===== config.mk =====
export PLATFORM = sky130hd
export DESIGN_NAME = cgra_stream_if_flat
export DESIGN_NICKNAME = d
export VERILOG_FILES = /design/src/rtl/cgra_stream_if_if.sv /design/src/rtl/cgra_stream_if.sv /design/src/flat_wrapper.sv
export SDC_FILE = /design/constraint.sdc
export NUM_CORES = 1
export LEC_CHECK = 0
export BUFFER_PORTS_ARGS = -buffer_cell sky130_fd_sc_hd__buf_2
export CAP_MARGIN = 20
export CORE_MARGIN = 2
export CORE_UTILIZATION = 45
export DETAILED_ROUTE_END_ITERATION = 8
export PLACE_DENSITY = 0.76
export RECOVER_POWER = 100
export SYNTH_ARGS = -nofsm -noshare
export SYNTH_HDL_FRONTEND = slang
export SYNTH_SLANG_ARGS = --single-unit

===== constraint.sdc =====
create_clock -name Clk -period 2.6 [get_ports Clk]
set_input_delay 0.13 -clock Clk [delete_from_list [all_inputs] [get_ports Clk]]
set_output_delay 0.13 -clock Clk [all_outputs]
set_load 0.01 [all_outputs]

===== src/rtl/cgra_stream_if_if.sv =====
`default_nettype none
// +--------------------------------------------------------------------+
// | Module : cgra_stream_if_if                                         |
// | Bundle of control, load-port and store-port signals between the    |
// | CGRA stream controller (slave) and its environment (master).       |
// | Rev    : 1.0                                                       |
// +--------------------------------------------------------------------+
interface cgra_stream_if_if #(
    parameter int CHANNELS = 2,
    parameter int DWIDTH   = 32,
    parameter int AWIDTH   = 10,
    parameter int BYTE_LEN = DWIDTH / 8
);
    logic                         Computation_Start;
    logic [AWIDTH-1:0]            Cycle_Count;
    logic                         Computation_Done;
    logic                         PE_Array_Busy;
    logic [CHANNELS-1:0]          Ld_En;
    logic [CHANNELS*AWIDTH-1:0]   Ld_Addr;
    logic [CHANNELS*DWIDTH-1:0]   Ld_Rdata;
    logic [CHANNELS*DWIDTH-1:0]   Data_To_CGRA;
    logic [CHANNELS*DWIDTH-1:0]   Data_From_CGRA;
    logic [CHANNELS-1:0]          Store_Valid;
    logic [CHANNELS-1:0]          St_En;
    logic [CHANNELS*BYTE_LEN-1:0] St_Wen;
    logic [CHANNELS*AWIDTH-1:0]   St_Addr;
    logic [CHANNELS*DWIDTH-1:0]   St_Wdata;
    logic [31:0]                  Run_Cycles;

    modport slave (
        input  Computation_Start, Cycle_Count, Ld_Rdata, Data_From_CGRA, Store_Valid,
        output Computation_Done, PE_Array_Busy, Ld_En, Ld_Addr, Data_To_CGRA,
               St_En, St_Wen, St_Addr, St_Wdata, Run_Cycles
    );

    modport master (
        output Computation_Start, Cycle_Count, Ld_Rdata, Data_From_CGRA, Store_Valid,
        input  Computation_Done, PE_Array_Busy, Ld_En, Ld_Addr, Data_To_CGRA,
               St_En, St_Wen, St_Addr, St_Wdata, Run_Cycles
    );
endinterface
`default_nettype wire


===== src/rtl/cgra_stream_if.sv =====
`default_nettype none
// +--------------------------------------------------------------------+
// | Module : cgra_stream_if                                            |
// | Streams N load words per channel into a CGRA PE array, then drains |
// | its stores into per-channel BRAM pointers.                         |
// | Option : define CGRA_CYCLE_STAT_EN to enable the Run_Cycles count. |
// | Rev    : 1.0                                                       |
// +--------------------------------------------------------------------+
module cgra_stream_if #(
    parameter int CHANNELS     = 2,
    parameter int DWIDTH       = 32,
    parameter int AWIDTH       = 10,
    parameter int DRAIN_CYCLES = 8,
    parameter int BYTE_LEN     = DWIDTH / 8
) (
    input  logic            Clk,
    input  logic            Rst,
    cgra_stream_if_if.slave bus
);
    typedef enum logic [1:0] {
        S_IDLE  = 2'd0,
        S_RUN   = 2'd1,
        S_DRAIN = 2'd2,
        S_DONE  = 2'd3
    } state_t;

    localparam logic [7:0] c_drain_last = 8'(DRAIN_CYCLES - 1);

    state_t                             r_state;
    state_t                             w_state_nxt;
    logic                               r_start_low;
    logic                               w_start;
    logic                               w_busy;
    logic [AWIDTH-1:0]                  r_len;
    logic [AWIDTH-1:0]                  r_k;
    logic [7:0]                         r_drain;
    logic [CHANNELS-1:0]                r_ld_en_d;
    logic [CHANNELS-1:0]                r_st_en;
    logic [CHANNELS-1:0][BYTE_LEN-1:0]  r_st_wen;
    logic [CHANNELS-1:0][AWIDTH-1:0]    r_ptr;
    logic [CHANNELS-1:0][AWIDTH-1:0]    r_st_addr;
    logic [CHANNELS-1:0][DWIDTH-1:0]    r_dtc;
    logic [CHANNELS-1:0][DWIDTH-1:0]    r_st_wdata;

    // r_start_low is cleared by reset, so a start already high at release is not an edge
    assign w_start = (r_state == S_IDLE) && bus.Computation_Start && r_start_low;
    assign w_busy  = (r_state == S_RUN) || (r_state == S_DRAIN);

    always_comb begin
        w_state_nxt = r_state;
        case (r_state)
            S_IDLE:  if (w_start) w_state_nxt = (bus.Cycle_Count == '0) ? S_DONE : S_RUN;
            S_RUN:   if (r_k == r_len - AWIDTH'(1)) w_state_nxt = S_DRAIN;
            S_DRAIN: if (r_drain == c_drain_last) w_state_nxt = S_DONE;
            S_DONE:  if (!bus.Computation_Start) w_state_nxt = S_IDLE;
            default: w_state_nxt = S_IDLE;
        endcase
    end

    always_ff @(posedge Clk) begin
        if (Rst) begin
            r_state     <= S_IDLE;
            r_start_low <= 1'b0;
            r_len       <= '0;
            r_k         <= '0;
            r_drain     <= '0;
        end else begin
            r_state     <= w_state_nxt;
            r_start_low <= !bus.Computation_Start;
            if (w_start) r_len <= bus.Cycle_Count;
            r_k     <= (r_state == S_RUN && w_state_nxt == S_RUN) ? r_k + AWIDTH'(1) : '0;
            r_drain <= (r_state == S_DRAIN) ? r_drain + 8'd1 : '0;
        end
    end

    // Load data follows the BRAM by one cycle; Ld_En of the previous cycle qualifies Ld_Rdata
    always_ff @(posedge Clk) begin
        if (Rst) begin
            r_ld_en_d  <= '0;
            r_dtc      <= '0;
            r_ptr      <= '0;
            r_st_en    <= '0;
            r_st_wen   <= '0;
            r_st_addr  <= '0;
            r_st_wdata <= '0;
        end else begin
            r_ld_en_d <= bus.Ld_En;
            for (int c = 0; c < CHANNELS; c++) begin
                if (r_ld_en_d[c]) r_dtc[c] <= bus.Ld_Rdata[c*DWIDTH +: DWIDTH];
                r_st_en[c]  <= 1'b0;
                r_st_wen[c] <= '0;
                if (w_start) begin
                    r_ptr[c] <= '0;
                end else if (w_busy && bus.Store_Valid[c]) begin
                    r_st_en[c]    <= 1'b1;
                    r_st_wen[c]   <= '1;
                    r_st_addr[c]  <= r_ptr[c];
                    r_st_wdata[c] <= bus.Data_From_CGRA[c*DWIDTH +: DWIDTH];
                    r_ptr[c]      <= r_ptr[c] + AWIDTH'(1);
                end
            end
        end
    end

    assign bus.PE_Array_Busy    = w_busy;
    assign bus.Computation_Done = (r_state == S_DONE);
    assign bus.Ld_En            = {CHANNELS{r_state == S_RUN}};
    assign bus.Ld_Addr          = (r_state == S_RUN) ? {CHANNELS{r_k}} : '0;
    assign bus.Data_To_CGRA     = r_dtc;
    assign bus.St_En            = r_st_en;
    assign bus.St_Wen           = r_st_wen;
    assign bus.St_Addr          = r_st_addr;
    assign bus.St_Wdata         = r_st_wdata;

`ifdef CGRA_CYCLE_STAT_EN
    logic [31:0] r_run_cycles;

    always_ff @(posedge Clk) begin
        if (Rst) begin
            r_run_cycles <= '0;
        end else if (w_start) begin
            r_run_cycles <= '0;
        end else if (w_busy) begin
            r_run_cycles <= r_run_cycles + 32'd1;
        end
    end

    assign bus.Run_Cycles = r_run_cycles;
`else
    assign bus.Run_Cycles = 32'd0;
`endif

endmodule
`default_nettype wire


===== src/flat_wrapper.sv =====
// flat-port wrapper written by rule: the top's interface ports become plain ports
module cgra_stream_if_flat 
#(
    parameter int CHANNELS     = 2,
    parameter int DWIDTH       = 32,
    parameter int AWIDTH       = 10,
    parameter int DRAIN_CYCLES = 8,
    parameter int BYTE_LEN     = DWIDTH / 8
)
  (Clk, Rst, bus_Computation_Start, bus_Cycle_Count, bus_Ld_Rdata, bus_Data_From_CGRA, bus_Store_Valid, bus_Computation_Done, bus_PE_Array_Busy, bus_Ld_En, bus_Ld_Addr, bus_Data_To_CGRA, bus_St_En, bus_St_Wen, bus_St_Addr, bus_St_Wdata, bus_Run_Cycles);
  cgra_stream_if_if #(.CHANNELS(CHANNELS), .DWIDTH(DWIDTH), .AWIDTH(AWIDTH), .BYTE_LEN(BYTE_LEN)) bus_i ();
  input  logic Clk;
  input  logic Rst;
  input wire logic [$bits(bus_i.Computation_Start)-1:0] bus_Computation_Start;
  input wire logic [$bits(bus_i.Cycle_Count)-1:0] bus_Cycle_Count;
  input wire logic [$bits(bus_i.Ld_Rdata)-1:0] bus_Ld_Rdata;
  input wire logic [$bits(bus_i.Data_From_CGRA)-1:0] bus_Data_From_CGRA;
  input wire logic [$bits(bus_i.Store_Valid)-1:0] bus_Store_Valid;
  output wire logic [$bits(bus_i.Computation_Done)-1:0] bus_Computation_Done;
  output wire logic [$bits(bus_i.PE_Array_Busy)-1:0] bus_PE_Array_Busy;
  output wire logic [$bits(bus_i.Ld_En)-1:0] bus_Ld_En;
  output wire logic [$bits(bus_i.Ld_Addr)-1:0] bus_Ld_Addr;
  output wire logic [$bits(bus_i.Data_To_CGRA)-1:0] bus_Data_To_CGRA;
  output wire logic [$bits(bus_i.St_En)-1:0] bus_St_En;
  output wire logic [$bits(bus_i.St_Wen)-1:0] bus_St_Wen;
  output wire logic [$bits(bus_i.St_Addr)-1:0] bus_St_Addr;
  output wire logic [$bits(bus_i.St_Wdata)-1:0] bus_St_Wdata;
  output wire logic [$bits(bus_i.Run_Cycles)-1:0] bus_Run_Cycles;
  assign bus_i.Computation_Start = bus_Computation_Start;
  assign bus_i.Cycle_Count = bus_Cycle_Count;
  assign bus_i.Ld_Rdata = bus_Ld_Rdata;
  assign bus_i.Data_From_CGRA = bus_Data_From_CGRA;
  assign bus_i.Store_Valid = bus_Store_Valid;
  assign bus_Computation_Done = bus_i.Computation_Done;
  assign bus_PE_Array_Busy = bus_i.PE_Array_Busy;
  assign bus_Ld_En = bus_i.Ld_En;
  assign bus_Ld_Addr = bus_i.Ld_Addr;
  assign bus_Data_To_CGRA = bus_i.Data_To_CGRA;
  assign bus_St_En = bus_i.St_En;
  assign bus_St_Wen = bus_i.St_Wen;
  assign bus_St_Addr = bus_i.St_Addr;
  assign bus_St_Wdata = bus_i.St_Wdata;
  assign bus_Run_Cycles = bus_i.Run_Cycles;
  cgra_stream_if #(.CHANNELS(CHANNELS), .DWIDTH(DWIDTH), .AWIDTH(AWIDTH), .DRAIN_CYCLES(DRAIN_CYCLES), .BYTE_LEN(BYTE_LEN)) u_core (.Clk(Clk), .Rst(Rst), .bus(bus_i));
endmodule

Word-level counts from Yosys, hierarchy flattened
Index checks and enable logic that the tools add are counted.
- bits in registers: 210
- bits of input ports: 143
- add/sub/neg operators: 5
- equal/unequal tests: 6
- mux-type cells: 11
- bitwise gates (word level): 3
- reduce and logical (&&, ||, !) cells: 14
- operator list (cell ; count):
    adder 10 x 1 -> 10 bit, second input constant ; 3
    two-way mux 20 bit ; 1
    equality test 10 bit ; 1
    logical NOT 10 bit ; 1
    two-way mux 2 bit ; 5
    subtractor 10 x 1 -> 10 bit, second input constant ; 1
    adder 8 x 1 -> 8 bit, second input constant ; 1
    equality test 8 x 3 -> 1 bit, second input constant ; 1
    two-way mux 4 bit ; 2
    one-hot mux 2 bit (4 select lines) ; 1
    OR reduction 2 bit ; 3
    logical AND 1 bit ; 5
    equality test 2 x 1 -> 1 bit, second input constant ; 2
    equality test 2 bit, second input constant ; 2
    AND reduction 2 bit ; 2
    inverter 1 bit ; 3
    logical NOT 2 bit ; 1
    two-way mux 1 bit ; 2
    logical NOT 1 bit ; 1
    logical OR 1 bit ; 1

Logic depth before layout (Yosys ltp)
- word-level depth: 9
- depth in mapped cells: 9
- mapped depth without buffers: 8

Least setup slack after synthesis
OpenSTA, ideal clock, no wires.
- path type: reg-to-reg
- start: register u_core.r_state[0]
- end: register u_core.r_k[0]
- data arrival time: 1.852 ns
- required time: 2.463 ns
- path slack: 0.611 ns
- stages on the path, launching flop included: 9
- buffers on the path: 1
- period minus slack after synthesis: 1.989 ns
- path through: dfxtp_1 > inv_1 > ha_1 > and3_1 > clkbuf_1 > o211ai_1 > a21oi_1 > nor4_4 > nor3b_1
- word-level cells in the longest chain between the ends: 9
- RTL lines (item ; RTL line ; text):
    from (decl) ; cgra_stream_if.sv:29 ; state_t r_state;
    from (signal assigned) ; cgra_stream_if.sv:68 ; r_state <= w_state_nxt;
    logical NOT 2 bit ; cgra_stream_if.sv:46, cgra_stream_if.sv:51 ;
    logical AND 1 bit (2 in a row) ; cgra_stream_if.sv:46 ; assign w_start = (r_state == S_IDLE) && bus.Computation_Start && r_start_low;
    two-way mux 2 bit ; cgra_stream_if.sv:52 ; S_IDLE: if (w_start) w_state_nxt = (bus.Cycle_Count == '0) ? S_DONE : S_RUN;
    one-hot mux 2 bit (4 select lines) ; cgra_stream_if.sv:51 ; case (r_state)
    equality test 2 x 1 -> 1 bit ; cgra_stream_if.sv:71 ; r_k <= (r_state == S_RUN && w_state_nxt == S_RUN) ? r_k + AWIDTH'(1) : '0;
    logical AND 1 bit * ; cgra_stream_if.sv:71 ;
    inverter 1 bit (no line) * ; -- ;
    OR reduction 2 bit (no line) * ; -- ;
    to (signal assigned) ; cgra_stream_if.sv:71 ;
    to (decl) ; cgra_stream_if.sv:35 ; logic [AWIDTH-1:0] r_k;
Mark *: on every way between the ends. The rest lies on a longest branch, timed or not.
A chain may end at the register's enable or synchronous reset.

==> impl_metrics.py <==
metrics = {
    "drt": {
        "via_per_inst": 4.81,
        "route.detailed.drc": 0,
        "routedWlPerCell_um": 14.5,
        "wl_um": 23500,
        "drtAntennaViolNets": 0,
        "drt_iter0_drc": 331,
        "first_pass_iters": 4,
        "vias": 7814,
    },
    "timing": {
        "finalMaxSlewViolations": 26,
        "max_freq_mhz": 428,
        "timing.final.crit_period_ps": 2330,
        "setup_viol_count_final": 0,
        "hold_viol_final": 0,
        "clock-skew-final_ps": 11.7,
        "max-slew-margin-rel": -0.0914,
        "worst_slack_ps": 266,
        "hold_ws_ps": 13.0,
        "rsz0062_at_grt": "no",
        "fin_crit_sh": 0.898,
        "tightest_slew_ps": 1630,
        "setup-tns-final_ps": 0,
    },
    "setup_path": {
        "cp_slowest_stage_delay_ps": 1410,
        "cp_cell_sequence": "buf_4 -> mux2i_1 -> nor2_1",
        "crit_start": "u_core.r_ld_en_d[0]",
        "crit_arrival_ps": 2680,
        "path_buf_inv": 1,
        "cp_max_fo": 26,
        "crit_slowest_cell": "dfxtp_1",
        "path_delay_family": "flip-flops",
        "worstPathRequired_ps": 2950,
        "critPathKind": "reg2reg",
        "crit_path_end_kind": "flop",
        "startpoint_type": "flop",
        "r2r-start": "u_core.r_ld_en_d[0]",
    },
    "place": {
        "hpwlAfterDp_um": 14100,
        "dp_cells": 1443,
        "globalplace.congestion": 0.806,
        "pre_cts_ws_ps": 399,
        "io_buffers": 324,
        "placed_area_sq_mm": 0.00973,
    },
    "die": {
        "pin_count": 357,
        "rows": 49,
        "dieArea_sq_mm": 0.0193,
        "start_util": 0.457,
        "die_h_um": 139,
        "coreArea_sq_mm": 0.0179,
        "chipWidth_um": 139,
    },
    "synthesis": {
        "avgSynthCellArea_sq_um": 8.59,
        "synth_compound_area_frac": 0.0795,
        "synth_seq_area_share": 0.494,
        "ys_async_sr_fraction": 0,
        "synth-main-ff-cell": "dfxtp_1",
        "ys_types": 43,
        "netlist_instances": 952,
        "synth_xor_area_frac": 0.0428,
        "ys_ff_latch": 202,
        "synth-simple-area-share": 0.210,
        "synth_fa_ha_area_frac": 0.0153,
        "synthTopCellsByArea": "dfxtp_1, nand2_1, mux2i_1",
        "synthMuxAreaShare": 0.0820,
        "synth_top_area_frac": 0.494,
        "synth_area_sq_mm": 0.00818,
        "yosys.area.top_type": "dfxtp_1",
        "synth_edf_count": 0,
        "synth_top_family_by_area": "simple AND/OR/NAND/NOR gates",
        "ys_warn_count": 0,
    },
    "status": {
        "status": "complete, but fails checks",
        "violations": "max-capacitance violations, max-slew violations",
    },
    "layout": {
        "syn_to_final_growth_pct": 43.4,
        "postLayoutCoreUtil": 0.655,
        "final_cells": 1623,
        "stdcell_area_sq_mm": 0.0117,
        "final_net_count": 1531,
        "drive_above_1_share": 0.151,
    },
    "cts": {
        "htreeDepth": 1,
        "cts_root_buf": "clkbuf_16",
        "cts_resized": 0,
        "clock_path_buffers": 3,
        "clk_latency_ps": 490,
        "cts_tree": "yes",
        "cts_made_buffers": 22,
        "cts_setup_buffers": 0,
        "numClockSinks": 202,
        "hold_buffers": 140,
        "path_clk_slew_ps": 60,
    },
    "grt": {
        "grt_pass1_vias": 7701,
        "grt_overflow_total": 0,
        "grtUsageTotal": 0.228,
        "antenna_found_initial": 1,
        "grt_first_pass_wirelength_um": 37200,
        "grt_max_degree": 121,
    },
    "power": {
        "peakVddDrop_uv": 651,
        "p_per_area_mw_per_mm2": 744,
        "p_total_mw": 8.73,
        "p_leak_nw": 4.63,
    },
    "worst_hold_path": {
        "min_path_type": "in2reg",
        "hold_start": "bus_Store_Valid[1]",
    },
    "flow_run": {
        "drv_cap": 1,
    },
}
[synthesized netlist by cell type (2+ instances only)]
cell type	count
o21ai_0	3
nor3b_1	2
a21oi_2	2
clkbuf_1	45
and3_1	10
a21oi_1	102
mux2i_1	67
inv_1	7
xor2_1	26
nand4_1	4
buf_4	52
xnor2_1	14
nand3_1	17
dfxtp_1	202
nor4_1	3
buf_1	6
o22ai_1	2
and2_1	12
nor4_4	2
nor4b_1	2
nand2_1	228
ha_1	10
nor3_1	2
nor2_1	113
[path summary, 6_finish.rpt]
kind / slack, ps / depth (start not counted) / end
hold / removal: 10 / 4 / u_core.r_ptr[11]
hold reg to reg: 450 / 2 / u_core.bus.St_Wdata[57]
setup / recovery: 270 / 3 / u_core.bus.Data_To_CGRA[43]
setup reg to reg: 270 / 3 / u_core.bus.Data_To_CGRA[43]
[worst min-delay path: cells and delay by family]
family	cells	cell delay, ps
simple gates	2	170
buf+inv	1	90
compound gates	1	60
[registers in the layout, indices dropped and copies added, names as in the netlist]
name                     cells
u_core.bus.Data_To_CGRA     64
u_core.bus.St_Wdata         64
u_core.bus.St_Addr          20
u_core.r_ptr                20
u_core.r_k                  10
u_core.r_len                10
u_core.r_drain               8
u_core.bus.St_Wen            2
u_core.r_state               2
u_core.r_ld_en_d             1
u_core.r_start_low           1
[power breakdown]
part / total (mW) / switching (mW) / internal (mW)
Clock: 3.48 / 1.25 / 2.23
Combinational: 1.73 / 1.05 / 0.686
Sequential: 3.52 / 0.174 / 3.35
[metal layers]
metal / wire length (um) / vias up / GRT usage / part of all wire
met4: 780 / 0 / 0.0787 / 0.033
met5: 0 / - / 0 / 0
met1: 9390 / 3579 / 0.259 / 0.40
met3: 1550 / 60 / 0.0521 / 0.066
li1: - / 3880 / - / -
met2: 11800 / 295 / 0.422 / 0.50
[logic make-up (layout without fill, tap and decap cells)]
group | Yosys count | in the layout
AOI/OAI and AO/OA | 117 | 117
and+or+nand+nor | 404 | 404
buffers and inverters | 111 | 521
xor gates and xnor gates | 40 | 40
DFF | 202 | 202
adders and majority gates | 10 | 10
muxes | 67 | 67
other | 1 | 33
[cell usage in the layout, fill, tap and decap left out, types with 2 or more instances in the layout]
cell type	n
nand2_1	228
dfxtp_1	202
clkbuf_1	176
buf_2	150
dlygate4sd3_1	140
nor2_1	111
a21oi_1	102
mux2i_1	67
conb_1	32
xor2_1	26
clkbuf_16	24
nand3_1	17
xnor2_1	14
and2_0	11
and3_1	10
ha_1	10
inv_1	7
buf_4	7
clkbuf_8	6
nand4_1	4
clkinv_2	4
bufinv_16	4
nor4_1	3
o21ai_0	3
nor2_2	2
a21oi_2	2
o22ai_1	2
nor4_4	2
nor3_1	2
nor3b_1	2
nor4b_1	2
buf_12	2
[final cells by class]
type                    instances  area (sq um)
fillers                      1476          6170
flip-flops and latches        202          4040
multi-input cells             670          3640
repair buffers                475          2910
clock buffers                  31           687
well taps                     229           287
clock inverters                 8           140
inverters                       7          26.3
diodes                          1          2.50
No activity file was read; power rests on OpenSTA's default activity.
